**config.mk**
```make
export PLATFORM = sky130hd
export DESIGN_NAME = pr_elastic
export DESIGN_NICKNAME = d
export VERILOG_FILES = /design/src/rtl/pr_elastic_pkg.sv /design/src/rtl/pr_elastic_slot.sv /design/src/rtl/pr_elastic.sv
export SDC_FILE = /design/constraint.sdc
export NUM_CORES = 1
export LEC_CHECK = 0
export ABC_AREA = 1
export BUFFER_PORTS_ARGS = -buffer_cell sky130_fd_sc_hd__buf_2
export CAP_MARGIN = 25
export CELL_PAD_IN_SITES_DETAIL_PLACEMENT = 1
export CELL_PAD_IN_SITES_GLOBAL_PLACEMENT = 1
export CORE_UTILIZATION = 40
export DETAILED_ROUTE_END_ITERATION = 8
export GPL_TIMING_DRIVEN = 0
export HOLD_SLACK_MARGIN = 0.03
export PLACE_DENSITY = 0.76
export SLEW_MARGIN = 20
export SYNTH_ARGS = -nofsm -noshare
export SYNTH_HDL_FRONTEND = slang
export SYNTH_SLANG_ARGS = --single-unit
```
**constraint.sdc**
```tcl
create_clock -name clk -period 1.6 [get_ports clk]
set_input_delay 0.16 -clock clk [delete_from_list [all_inputs] [get_ports clk]]
set_output_delay 0.16 -clock clk [all_outputs]
set_load 0.005 [all_outputs]
```
**src/rtl/pr_elastic_pkg.sv**
```systemverilog
`default_nettype none
// ============================================================================
//  Module      : pr_elastic_pkg
//  Description : Shared defaults and helpers for the pr_elastic pipeline
//                register family.
//  Revision    : 1.0 - initial release
// ============================================================================
package pr_elastic_pkg;

    localparam int PR_DATA_W_DEFAULT = 32;
    localparam int PR_DEPTH_DEFAULT  = 1;

    // Occupancy counter width: must hold 0 .. DEPTH+1 (slots plus skid).
    function automatic int pr_cnt_w(input int depth);
        return $clog2(depth + 2);
    endfunction

endpackage
`default_nettype wire

```
**src/rtl/pr_elastic_slot.sv**
```systemverilog
`default_nettype none
// ============================================================================
//  Module      : pr_elastic_slot
//  Description : One valid+payload register of the elastic pipeline. Payload
//                is only captured when the incoming entry is valid, so a
//                bubble never drags stray data into the slot.
//  Revision    : 1.0 - initial release
// ============================================================================
module pr_elastic_slot
    import pr_elastic_pkg::*;
#(
    parameter int DATA_W = PR_DATA_W_DEFAULT
) (
    input  logic              clk,
    input  logic              rst_n,
    input  logic              load_i,
    input  logic              flush_i,
    input  logic              src_valid_i,
    input  logic [DATA_W-1:0] src_data_i,
    output logic              valid_o,
    output logic [DATA_W-1:0] data_o
);

    logic              valid_q;
    logic [DATA_W-1:0] data_q;

    // Flush clears only the valid bit and beats any load.
    always_ff @(posedge clk or negedge rst_n) begin
        if (!rst_n) begin
            valid_q <= 1'b0;
            data_q  <= '0;
        end else if (flush_i) begin
            valid_q <= 1'b0;
        end else if (load_i) begin
            valid_q <= src_valid_i;
            if (src_valid_i) begin
                data_q <= src_data_i;
            end
        end
    end

    assign valid_o = valid_q;
    assign data_o  = data_q;

endmodule
`default_nettype wire

```
**src/rtl/pr_elastic.sv**
```systemverilog
`default_nettype none
// ============================================================================
//  Module      : pr_elastic
//  Description : Parametrised elastic pipeline register with valid/ready
//                handshakes, bubble collapsing, optional input skid buffer,
//                single-cycle flush, occupancy count and a sticky protocol
//                checker on the input port.
//  Revision    : 1.0 - initial release
// ============================================================================
module pr_elastic
    import pr_elastic_pkg::*;
#(
    parameter int DATA_W = PR_DATA_W_DEFAULT,
    parameter int DEPTH  = PR_DEPTH_DEFAULT,
    parameter int SKID   = 1,
    parameter int CNT_W  = pr_cnt_w(DEPTH)
) (
    input  logic              clk,
    input  logic              rst_n,
    input  logic              in_valid,
    output logic              in_ready,
    input  logic [DATA_W-1:0] in_data,
    output logic              out_valid,
    input  logic              out_ready,
    output logic [DATA_W-1:0] out_data,
    input  logic              flush,
    output logic [CNT_W-1:0]  occupancy,
    output logic              overflow_err
);

    logic [DEPTH-1:0]             slot_v;
    logic [DEPTH-1:0][DATA_W-1:0] slot_d;
    logic [DEPTH-1:0]             adv;
    logic                         in_fire;
    logic                         out_fire;
    logic                         src_valid;
    logic [DATA_W-1:0]            src_data;

    assign in_fire  = in_valid & in_ready;
    assign out_fire = out_valid & out_ready;

    // Advance chain: a slot may load if it is empty or the slot after it moves.
    always_comb begin
        adv          = '0;
        adv[DEPTH-1] = !slot_v[DEPTH-1] | out_ready;
        for (int i = DEPTH - 2; i >= 0; i--) begin
            adv[i] = !slot_v[i] | adv[i+1];
        end
    end

    generate
        for (genvar i = 0; i < DEPTH; i++) begin : g_slot
            logic              src_v;
            logic [DATA_W-1:0] src_d;
            if (i == 0) begin : g_head
                assign src_v = src_valid;
                assign src_d = src_data;
            end else begin : g_body
                assign src_v = slot_v[i-1];
                assign src_d = slot_d[i-1];
            end
            pr_elastic_slot #(
                .DATA_W (DATA_W)
            ) u_slot (
                .clk         (clk),
                .rst_n       (rst_n),
                .load_i      (adv[i]),
                .flush_i     (flush),
                .src_valid_i (src_v),
                .src_data_i  (src_d),
                .valid_o     (slot_v[i]),
                .data_o      (slot_d[i])
            );
        end

        if (SKID == 1) begin : g_skid
            logic              skid_valid_q;
            logic              skid_valid_d;
            logic              in_ready_q;
            logic              skid_load;
            logic [DATA_W-1:0] skid_data_q;

            // Accepted input parks in the skid when stage 0 cannot take it;
            // the skid drains into stage 0 ahead of any new input.
            always_comb begin
                skid_load    = in_fire & !adv[0];
                skid_valid_d = skid_valid_q;
                if (flush) begin
                    skid_valid_d = 1'b0;
                end else if (skid_valid_q && adv[0]) begin
                    skid_valid_d = 1'b0;
                end else if (skid_load) begin
                    skid_valid_d = 1'b1;
                end
            end

            // Skid state and the registered in_ready derived from it.
            always_ff @(posedge clk or negedge rst_n) begin
                if (!rst_n) begin
                    skid_valid_q <= 1'b0;
                    in_ready_q   <= 1'b0;
                    skid_data_q  <= '0;
                end else begin
                    skid_valid_q <= skid_valid_d;
                    in_ready_q   <= !skid_valid_d;
                    if (skid_load) begin
                        skid_data_q <= in_data;
                    end
                end
            end

            assign in_ready  = in_ready_q;
            assign src_valid = skid_valid_q | in_fire;
            assign src_data  = skid_valid_q ? skid_data_q : in_data;
        end else begin : g_noskid
            // Without a skid, ready ripples straight through the advance chain.
            assign in_ready  = adv[0] & rst_n;
            assign src_valid = in_fire;
            assign src_data  = in_data;
        end
    endgenerate

    assign out_valid = slot_v[DEPTH-1];
    assign out_data  = slot_d[DEPTH-1];

    // Occupancy counter and input-protocol checker state.
    logic [CNT_W-1:0]  occ_q;
    logic [CNT_W-1:0]  occ_d;
    logic              stall_q;
    logic [DATA_W-1:0] held_q;
    logic              ovf_q;
    logic              ovf_d;

    // Next occupancy and the sticky error for a stalled request that was
    // withdrawn or whose payload changed.
    always_comb begin
        occ_d = occ_q + {{(CNT_W-1){1'b0}}, in_fire} - {{(CNT_W-1){1'b0}}, out_fire};
        if (flush) begin
            occ_d = '0;
        end
        ovf_d = ovf_q | (stall_q & (!in_valid | (in_data != held_q)));
    end

    // Counter and checker registers.
    always_ff @(posedge clk or negedge rst_n) begin
        if (!rst_n) begin
            occ_q   <= '0;
            stall_q <= 1'b0;
            held_q  <= '0;
            ovf_q   <= 1'b0;
        end else begin
            occ_q   <= occ_d;
            stall_q <= in_valid & !in_ready;
            held_q  <= in_data;
            ovf_q   <= ovf_d;
        end
    end

    assign occupancy    = occ_q;
    assign overflow_err = ovf_q;

endmodule
`default_nettype wire

```
* Word level (Yosys, flattened, before mapping)
Cells that the tools add are included.
** Operators by class
- $add $sub $neg :: 2
- Reductions and logical operators :: 8
- Shifts and indexed selects :: 0
- Divide/modulo/power cells :: 0
- Bitwise operators :: 10
- $lt $le $gt $ge :: 0
- Multiplexer cells :: 7
- Multiply operators :: 0
- Equal/unequal tests :: 1
** Operators by type and width (number)
- two-way mux 32 bit :: 1
- != test 32 bit :: 1
- bitwise AND 1 bit :: 5
- logical NOT 1 bit :: 5
- two-way mux 1 bit :: 5
- OR 1 bit :: 4
- AND reduction 3 bit :: 1
- adder 2 x 1 -> 2 bit :: 1
- two-way mux 2 bit :: 1
- nonzero test 2 bit :: 1
- subtractor 2 x 1 -> 2 bit :: 1
- logical AND 1 bit :: 1
- NOT 1 bit :: 1
** Word-level totals
- Output and inout bits :: 37
- Register bits after elaboration :: 103
- Bits in latches :: 0
- Memories kept :: 0
- Input port bits :: 37
- Memory bits (writable) :: 0
- Memory bits (read-only) :: 0

* Logic depth before layout (Yosys ltp)
Gate-level depths: netlist of the first run.
- Depth in word-level cells :: 8
- Gate-level depth with buffers :: 11

* Hierarchy
From an unflattened synthesis of the first run, not the netlist that was laid out.
** Second synthesis, totals
- Cell total of the unflattened synthesis :: 519
- Area, all modules :: 4501.8 µm²
** Modules (own cells, without submodules)
- pr_elastic :: instances 1, seq. area each 1751.7 µm², area an instance 3123.0 µm², cells each 372
- pr_elastic_slot :: instances 1, seq. area each 825.8 µm², area an instance 1378.8 µm², cells each 147

* Worst setup path after synthesis of the first run
No wires, ideal clock.
- Kind :: register to register
- Start point :: reg g_slot[0].u_slot.valid_q
- End point :: reg occ_q[1] (netlist: occupancy[1])
- Stages on the path, launching flop included :: 8
- Required time :: 1.482 ns
- Path slack :: 0.359 ns
- Buffers on the path :: 0
- Arrival :: 1.123 ns
- Period minus slack after synthesis :: 1.241 ns
- Cell sequence :: dfrtp_1 > nand2_1 > inv_1 > ha_1 > inv_1 > ha_1 > xor2_1 > nor2_1
** On the way
- Word-level cells in the longest chain between the ends :: 3
** RTL lines
- start, declared :: RTL line pr_elastic_slot.sv:24 : logic valid_q;
- start signal, assigned :: RTL line pr_elastic_slot.sv:35 : valid_q <= src_valid_i;
- bitwise AND 1 bit :: RTL line pr_elastic.sv:40 : assign out_fire = out_valid & out_ready;
- subtractor 2 x 1 -> 2 bit :: RTL line pr_elastic.sv:137 : occ_d = occ_q + {{(CNT_W-1){1'b0}}, in_fire} - {{(CNT_W-1){1'b0}}, out_fire};
- two-way mux 2 bit :: RTL line pr_elastic.sv:138 : if (flush) begin
- net occ_d[1] :: RTL line pr_elastic.sv:128 : logic [CNT_W-1:0] occ_d;
- end signal, assigned :: RTL line pr_elastic.sv:147 : occ_q <= '0;
- end signal, assigned :: RTL line pr_elastic.sv:152 : occ_q <= occ_d;
- end, declared :: RTL line pr_elastic.sv:127 : logic [CNT_W-1:0] occ_q;
The timed path passes the listed nets, and every way through them passes these cells.
A chain may end at the register's enable or synchronous reset.

* Worst setup path after layout of the first run
- Start point :: in in_data[0]
- End point :: reg ovf_q (netlist: overflow_err)
** On the way
- Word-level cells in the longest chain between the ends :: 4
** RTL lines
- start, declared :: RTL line pr_elastic.sv:22 : input logic [DATA_W-1:0] in_data,
- != test 32 bit :: RTL line pr_elastic.sv:141 : ovf_d = ovf_q | (stall_q & (!in_valid | (in_data != held_q)));
- OR 1 bit :: RTL line pr_elastic.sv:141
- bitwise AND 1 bit :: RTL line pr_elastic.sv:141
- OR 1 bit :: RTL line pr_elastic.sv:141
- net ovf_d :: RTL line pr_elastic.sv:132 : logic ovf_d;
- end signal, assigned :: RTL line pr_elastic.sv:155 : ovf_q <= ovf_d;
- end, declared :: RTL line pr_elastic.sv:131 : logic ovf_q;
The timed path passes the listed nets, and every way through them passes these cells.

==> results of run 1 <==
==> power by group through the flow <==
stage | registers (mW) | logic [mW] | clock network [mW]
6_report | 3.19 | 1.00 | 1.77
5_1_grt | 3.24 | 1.16 | 1.91
4_1_cts | 3.19 | 1.03 | 1.82
3_5_place_dp | 3.24 | 0.954 | 0
3_3_place_gp | 3.21 | 0.894 | 0
2_1_floorplan | 3.21 | 0.507 | 0
==> registers in the layout, summed over array words and instances, names as in the netlist <==
register               cells
held_q                    32
g_slot.u_slot.data_o      32
g_slot.u_slot.valid_o      1
g_skid.skid_data_q        32
occupancy                  2
in_ready                   1
stall_q                    1
overflow_err               1
g_skid.skid_valid_q        1
==> synthesized netlist by cell type <==
master | count | area share (%)
sky130_fd_sc_hd__nand2_1 | 218 | 18
sky130_fd_sc_hd__dfrtp_1 | 103 | 58
sky130_fd_sc_hd__inv_1 | 63 | 5.3
sky130_fd_sc_hd__o21ai_0 | 49 | 5.5
sky130_fd_sc_hd__nor2_1 | 14 | 1.2
sky130_fd_sc_hd__o21ai_1 | 14 | 1.6
sky130_fd_sc_hd__xnor2_1 | 9 | 1.8
sky130_fd_sc_hd__buf_6 | 7 | 1.8
sky130_fd_sc_hd__buf_2 | 6 | 0.67
sky130_fd_sc_hd__nand3_1 | 5 | 0.56
sky130_fd_sc_hd__o21ai_2 | 5 | 0.98
sky130_fd_sc_hd__nand4_1 | 4 | 0.56
sky130_fd_sc_hd__buf_4 | 3 | 0.51
sky130_fd_sc_hd__clkbuf_1 | 3 | 0.25
sky130_fd_sc_hd__xor2_1 | 3 | 0.59
sky130_fd_sc_hd__a21oi_1 | 2 | 0.22
sky130_fd_sc_hd__ha_1 | 2 | 0.56
sky130_fd_sc_hd__inv_2 | 1 | 0.084
sky130_fd_sc_hd__inv_4 | 1 | 0.14
sky130_fd_sc_hd__nand2_2 | 1 | 0.14
sky130_fd_sc_hd__nand2_4 | 1 | 0.25
sky130_fd_sc_hd__nor2_4 | 1 | 0.25
sky130_fd_sc_hd__nor2_8 | 1 | 0.45
sky130_fd_sc_hd__o21ai_4 | 1 | 0.36
sky130_fd_sc_hd__or2_2 | 1 | 0.14
==> worst max-delay path, stage by stage <==
cell and delay, ns:
sky130_fd_sc_hd__dlygate4sd3_1 0.53, sky130_fd_sc_hd__buf_2 0.13, sky130_fd_sc_hd__inv_1 0.10, sky130_fd_sc_hd__o21ai_0 0.08, sky130_fd_sc_hd__a21oi_1 0.14, sky130_fd_sc_hd__nand3_1 0.14, sky130_fd_sc_hd__nor2_1 0.15, sky130_fd_sc_hd__nand2_1 0.10
sky130_fd_sc_hd__nand2_1 0.09, sky130_fd_sc_hd__nand2_1 0.05
==> worst min-delay path by stage <==
stage / start / to / slack [ns]
floorplan: rst_n / g_skid.skid_data_q[0] / -0.14
global placement: in_data[5] / held_q[5] / 0.29
detailed placement: rst_n / g_slot[0].u_slot.data_o[15] / 0.16
CTS: in_valid / stall_q / 0.04
global route: in_valid / stall_q / 0.06
finish: in_valid / stall_q / 0.05
==> cell families after synthesis <==
family | after synthesis
fa+ha+maj | 2
simple gates | 246
compound gates | 71
buf+inv | 84
xor+xnor | 12
flops | 103
==> area by class of cell <==
class	count	area [µm²]
clock buffers	12	135
repair buffers	108	739
clock inverters	4	70.1
multi-input cells	331	1490
plain buffers	19	143
fillers	1349	5260
well taps	140	175
inverters	65	246
flip-flops and latches	103	2580
==> metal layers <==
| layer | vias to the layer above | wire length (µm) | share of wire, % | global-route usage [%] |
|---|---|---|---|---|
| met4 | 0 | 243 | 2.1 | 8.61 |
| met5 | - | 0 | 0 | 0 |
| met2 | 51 | 5860 | 52 | 38.1 |
| li1 | 1810 | - | - | - |
| met3 | 16 | 203 | 1.8 | 2.60 |
| met1 | 1780 | 5000 | 44 | 27.1 |
==> impl_summary.md, run 1 <==
Timing
The smallest hold slack is roughly 0.05 ns. The clock arrives with about 0.011 ns of skew. The max-slew violation total from the final report is 0. The setup TNS is 0 ns. In this run the tightest slew margin relative to its limit is between 60% and 70%. Setup violations remaining at the end of the flow were counted as 0. The final critical delay including setup and external delays is 1.42 ns. The final count of hold timing violations was 0. The highest clock rate is slightly above 700 MHz. For the pin with the worst max-slew slack, the measured transition is about 0.53 ns. The post-route worst setup slack is approximately 0.18 ns. The final critical path takes up between 80% and 90% of the cycle.

Setup repair after global routing left no endpoint under its margin.

Clocking
The TritonCTS clock tree is done. The number of sinks on the clock net is 103. The clock network latency to the later pin of the worst-skew pair is 0.37 ns.

Once the clock tree was built, the setup fixing pass inserted 0 buffers. The number of buffers created by CTS is 9. The maximum number of buffers from clock root to sink is 2. Hold repair after CTS inserted 34 buffers.

The number of instances resized during post-cts repair is 0. The H-tree depth is 3. The cell sitting at the root of the clock tree is a sky130_fd_sc_hd__clkbuf_8.

After clock tree synthesis, the clock-pin slew on the worst setup and hold paths is 0.09 ns.

Global route
The sum of overflow across all layers after global routing is 0. The largest net degree at the start of global routing is 55. The number of global-route vias before repair is 3936. The number of antenna violations at the first check in global routing is 0. For this run, the total global-route usage over all layers was measured as 21.7%. The first global-routing pass estimated about 19 mm of wire.

Power
The power per standard cell area is approximately 1100 mW/mm². The largest vdd supply drop is about 0.53 mV. The leakage power of the design is approximately 3.0 nW.

Per report_power, the combinational group accounts for about 17% of the total. Of the total power, the share spent switching nets is between 20% and 30%. In this run the power spent charging and discharging nets is roughly 1.6 mW. The design draws approximately 6.0 mW.

The share of total power dissipated in sequential elements is between 50% and 60%. Of the total power, the clock network draws 29.7%. The internal portion of the total power is between 4 and 5 mW.

Placed design
The number of instances in the placed design is roughly 730. The placed instances occupy a cell area of 0.00503 mm². The half-perimeter wire length after detailed placement is between 7 and 8 mm. The count of buffers inserted at the top-level ports is between 70 and 80.

The worst slack at placement is around 0.22 ns. The final weighted congestion in routability-driven placement is approximately 0.75.

Yosys
The post-synthesis area per instance is 8.61 µm². The mux contribution to synthesized area is 0%. The cell count after synthesis is 518. The combinational family with the most area after synthesis is simple AND/OR/NAND/NOR gates.

The mapped cell area is ~0.0045 mm². For this run, the number of Yosys warnings is 0. Synthesis produced a netlist with a net count of between 500 and 600.

The compound-gate portion of the synthesized area is 8.64%. The fraction of the yosys area taken by sequential cells is 57.8%. The arithmetic-cell share of the synthesized area counting full adders, half adders and majority gates is less than 1%. In this run, synthesis produced a sequential element count of between 100 and 150. The unique cell type count in the Yosys netlist is 25.

The post-synthesis share of cell area spent on xor and xnor gates is 2.36%. Of the total synthesized cell area, the portion taken by AND, OR, NAND and NOR gates is approximately 22%.

Drt
The first detailed-routing pass ran for 4 iterations. After detailed routing, the number of remaining DRC violations is 0. The total wire length is 11.3 mm.

Dividing the detail-routed via count by the number of cells gives between 4 and 5. After detailed routing, the average wire length per cell comes to 14.5 µm. The detailed-route via count is roughly 3700.

Once detail routing completed, the nets flagged for antenna violations numbered 0. The violation count after the first detailed-routing iteration is 76.

Hold path
The instance count along the most critical hold path is 3. The classification of the worst-slack hold path is in2reg.

Layout
The final standard cell count with taps included and fillers excluded is 782. The layout cell share with drive strength beyond 1 is a little under a fifth. The area growth from synthesis to layout is 25.1%. The number of antenna repair diodes is 0. At the end of the flow, the number of nets in the layout was slightly below 700. The utilization after layout is just over 50%. The library cells used most frequently in the layout, excluding fill and tap cells, are sky130_fd_sc_hd__nand2_1 (218), sky130_fd_sc_hd__dfrtp_1 (103), sky130_fd_sc_hd__buf_2 (78), sky130_fd_sc_hd__inv_1 (63), sky130_fd_sc_hd__o21ai_0 (49). After routing the design area is ~0.0056 mm². The leading cell type in the layout, fill and taps excluded is sky130_fd_sc_hd__nand2_1.

Die
The die is around 110 µm wide. Once the floorplan was initialized, standard cells occupied between 40 and 50% of the core. The floorplan has 38 rows. The die footprint is roughly 0.012 mm². The die is ~110 µm tall. The core box area is ~0.011 mm². between 70 and 80 I/O pins were placed.

Setup path
The last element of the critical path is overflow_err. Counting cells, the worst reg-to-reg path comes to 5. STA puts the critical path data required time at 1.86 ns.

The source of the critical timing path is in_data[0]. The worst register-to-register path ends at g_slot[0].u_slot.data_o[19]. The worst setup path is launched from an input pin.

Setup slack on the worst reg-to-reg path comes out at 0.24 ns. The source of the worst register-to-register timing path is g_skid.skid_valid_q. The start-to-end type of the worst setup path is in2reg. For the worst setup path, the data arrival time is between 1.5 and 2 ns. The peak fanout along the critical path is 4.

The worst setup path is captured at a flop.

Flow run
The total of max-cap violations is 0.

Outcome
The run finished with clean final reports.
Power figures use the tool's default switching activity.
==> inputs of run 2 (changes only) <==
- CORE_MARGIN: unset -> 2
- CORE_UTILIZATION: 40 -> 45
- PLACE_DENSITY: 0.76 -> 0.84
- clock period: 1.6 -> 1.8 ns (I/O delays scaled with it)
==> run 2 against run 1 <==
Compared with the run above:
- wire length up 12%
- clock power down 17%
- critical endpoint is now g_slot[0].u_slot.data_o[18]
- core utilization up 6.0 points
- global-route usage up 3.6 points
- register-to-register slack better by 0.14 ns
- critical path depth down 5
- largest power group unchanged
- combinational power down 7%
- sequential power down 11%
==> impl_summary.md, run 2 (same netlist as run 1, synthesis figures left out) <==
Drt
The detailed-route via count was 3833 (+4.8%). The violation count after the first detailed-routing iteration is 106 (+39%). The per-cell routed wire length was 16.3 µm (+13%). The remaining antenna violation count came to 0 (unchanged). The routed wire length on met3 is 357 µm (+76%). The number of remaining DRC errors is 0 (unchanged). The iteration count of the initial detailed-routing pass is 4 (unchanged). The mean number of vias per cell was 4.95 (+5.8%). The total met2 wirelength after detailed routing is 6.65 mm (+13%). The total wire length came to 12.6 mm (+12%). The top routing layer in use is met4. The post-route met1 wirelength was 5.32 mm (+6.5%).

Clocking
The TritonCTS clock tree is done. The maximum number of buffers from clock root to sink is 2 (unchanged). The number of sinks on the clock net was 103 (unchanged). The H-tree depth was 3 (unchanged). The clock-pin transition on the worst setup and hold timing paths is 0.10 ns (about the same). The post-CTS setup-driven buffer insertion count came to 0 (unchanged). The number of instances resized during post-cts repair is 0 (unchanged).

The number of buffers created by CTS came to 9 (unchanged). The buffer cell driving the clock tree root is sky130_fd_sc_hd__clkbuf_8. The clock network latency to the later pin of the worst-skew pair came to 0.38 ns (about the same).

Power
The leakage power of the design was 2.95 nW (-0.43%). The power per standard cell area is 942 mW/mm² (-12%). The overall power after layout is 5.24 mW (-12%). The largest vdd supply drop was 0.502 mV (-5.8%).

Timing
The final count of hold timing violations came to 0 (unchanged). The count of final setup violators came to 0 (unchanged). The post-route worst setup slack is 0.377 ns (+0.193 ns). The max-slew violation total from the final report came to 0 (unchanged). The tightest slew margin relative to the limit is 69.8% (+4.9 points). The highest clock rate is between 700 and 800 MHz.

The portion of the clock cycle consumed by the worst path in the final layout is between 70% and 80%. The transition time of the tightest slew-check pin is 0.453 ns (-0.0742 ns). The worst path needs around 1.4 ns of the cycle, external delays included. The final setup skew came to 0.0109 ns (-0.000208 ns). Setup repair after global routing left no endpoint under its margin.

Global route
The largest net degree at the start of global routing was 80 (+45%). The number of global-route vias before repair is 4357 (+11%). The number of antenna violations at the first check in global routing is 0 (unchanged). The wire length of the first global-routing pass is 21.3 mm (+12%).

The sum of overflow across all layers after global routing is 0 (unchanged). The total global routing track utilization came to 25.3% (+3.6 points).

Layout
The area used by multi-input combinational logic was 0.00149 mm² (unchanged). Leaving out fill and tap cells, the most frequent cell in the layout is sky130_fd_sc_hd__nand2_1. The layout cell share with drive strength beyond 1 is 18.4% (+0.31 points). Leaving out fill and tap cells, the most frequent cells in the layout are sky130_fd_sc_hd__nand2_1 (218), sky130_fd_sc_hd__dfrtp_1 (103), sky130_fd_sc_hd__buf_2 (78), sky130_fd_sc_hd__inv_1 (63), sky130_fd_sc_hd__o21ai_0 (49).

The number of fill cells in the layout is 1186 (-12%). The combined flip-flop and latch cell area is 0.00258 mm² (unchanged). The number of antenna repair diodes is 0 (unchanged). The final-stage net count is 676 (unchanged).

The relative area change from synthesis to final layout is 24.8%.

Die
The horizontal extent of the die is 104 µm (-3.8%). The core box area came to 0.00968 mm² (-11%). The initial core utilization is 46.0% (+4.9 points).

The row count was 36 (-5.3%). The die outline height was 104 µm (-3.8%). The number of I/O pins is 74 (unchanged). The die footprint was 0.0107 mm² (-7.4%).

Setup path
The arrival time of the worst setup path is 1.69 ns (about the same). The peak fanout along the critical path is 10 (+6). The kind of launch point of the worst setup path is a flop. The setup path with the least slack is of type reg2reg. The data required time of the worst path was 2.07 ns (+0.21 ns).

The worst setup path is captured at a flop.

Placed design
The worst slack at placement is 0.401 ns (+0.183 ns). The half-perimeter wire length after detailed placement is 8.20 mm (+4.7%). The final weighted congestion in routability-driven placement is 0.773 (+3.5%). The count of buffers inserted at the top-level ports is 73 (unchanged).

Hold path
The classification of the worst-slack hold path is in2reg.

Outcome
The flow ran to the end, and the final reports show no timing, DRC or antenna violations.

Flow run
The total of max-cap violations was 0 (unchanged).
## run 2: per-layer routing
layer | GRT usage [%] | vias to the layer above
li1 | - | 1810
met5 | 0 | -
met1 | 29.7 | 1903
met3 | 4.72 | 29
met2 | 45.5 | 91
met4 | 10.2 | 0
## run 2: repair_timing
action                                 in CTS  in global routing
hold buffers                               34                  0
endpoints found under the hold margin     137                  0
setup endpoints to repair                   0                  0
## run 2: path summary, 6_finish.rpt
path | endpoint | from | depth (start not counted) | slack [ns]
hold reg to reg | g_slot[0].u_slot.data_o[13] | g_slot[0].u_slot.data_o[13] | 2 | 0.47
hold / removal | stall_q | in_valid | 3 | 0.08
max in group asynchronous | g_slot[0].u_slot.valid_o | rst_n | 3 | 0.91
setup / recovery | g_slot[0].u_slot.data_o[18] | g_skid.skid_valid_q | 5 | 0.38
setup reg to reg | g_slot[0].u_slot.data_o[18] | g_skid.skid_valid_q | 5 | 0.38
min in group asynchronous | g_slot[0].u_slot.data_o[7] | rst_n | 2 | 0.23
## run 2: where the power goes
group / internal [mW] / total [mW] / switching, mW / leakage [nW]
Combinational: 0.401 / 0.925 / 0.523 / 1.60
Clock: 0.679 / 1.47 / 0.795 / 0.0916
Sequential: 2.65 / 2.84 / 0.192 / 1.26
Total: 3.73 / 5.24 / 1.51 / 2.95
## run 2: final cells by class
cell class,count,share of cell area (%)
Buffer,19,2.56
Clock buffer,11,2.54
Clock inverter,5,1.03
Inverter,65,4.43
Multi-Input combinational cell,331,26.8
Sequential cell,103,46.3
Tap cell,133,2.99
Timing Repair Buffer,108,13.3
## run 2: through the flow
step	utilization [%]	instance area [µm²]	TNS, ns	hold slack [ns]	cells
2_1_floorplan	-	4460	0	-0.116	518
3_3_place_gp	51.5	4990	-59.15	0.304	724
3_5_place_dp	51.9	5020	0	0.0498	725
4_1_cts	57.4	5560	0	0.0606	775
5_1_grt	57.4	5560	0	0.0772	775
6_report	57.4	5560	0	0.0763	775
## run 2: critical path, cell delays in order, from the launching register on
cell and delay [ns]:
sky130_fd_sc_hd__dfrtp_1 0.39, sky130_fd_sc_hd__buf_6 0.16, sky130_fd_sc_hd__clkbuf_1 0.35, sky130_fd_sc_hd__o21ai_0 0.24, sky130_fd_sc_hd__nand2_1 0.12, sky130_fd_sc_hd__nand2_1 0.06
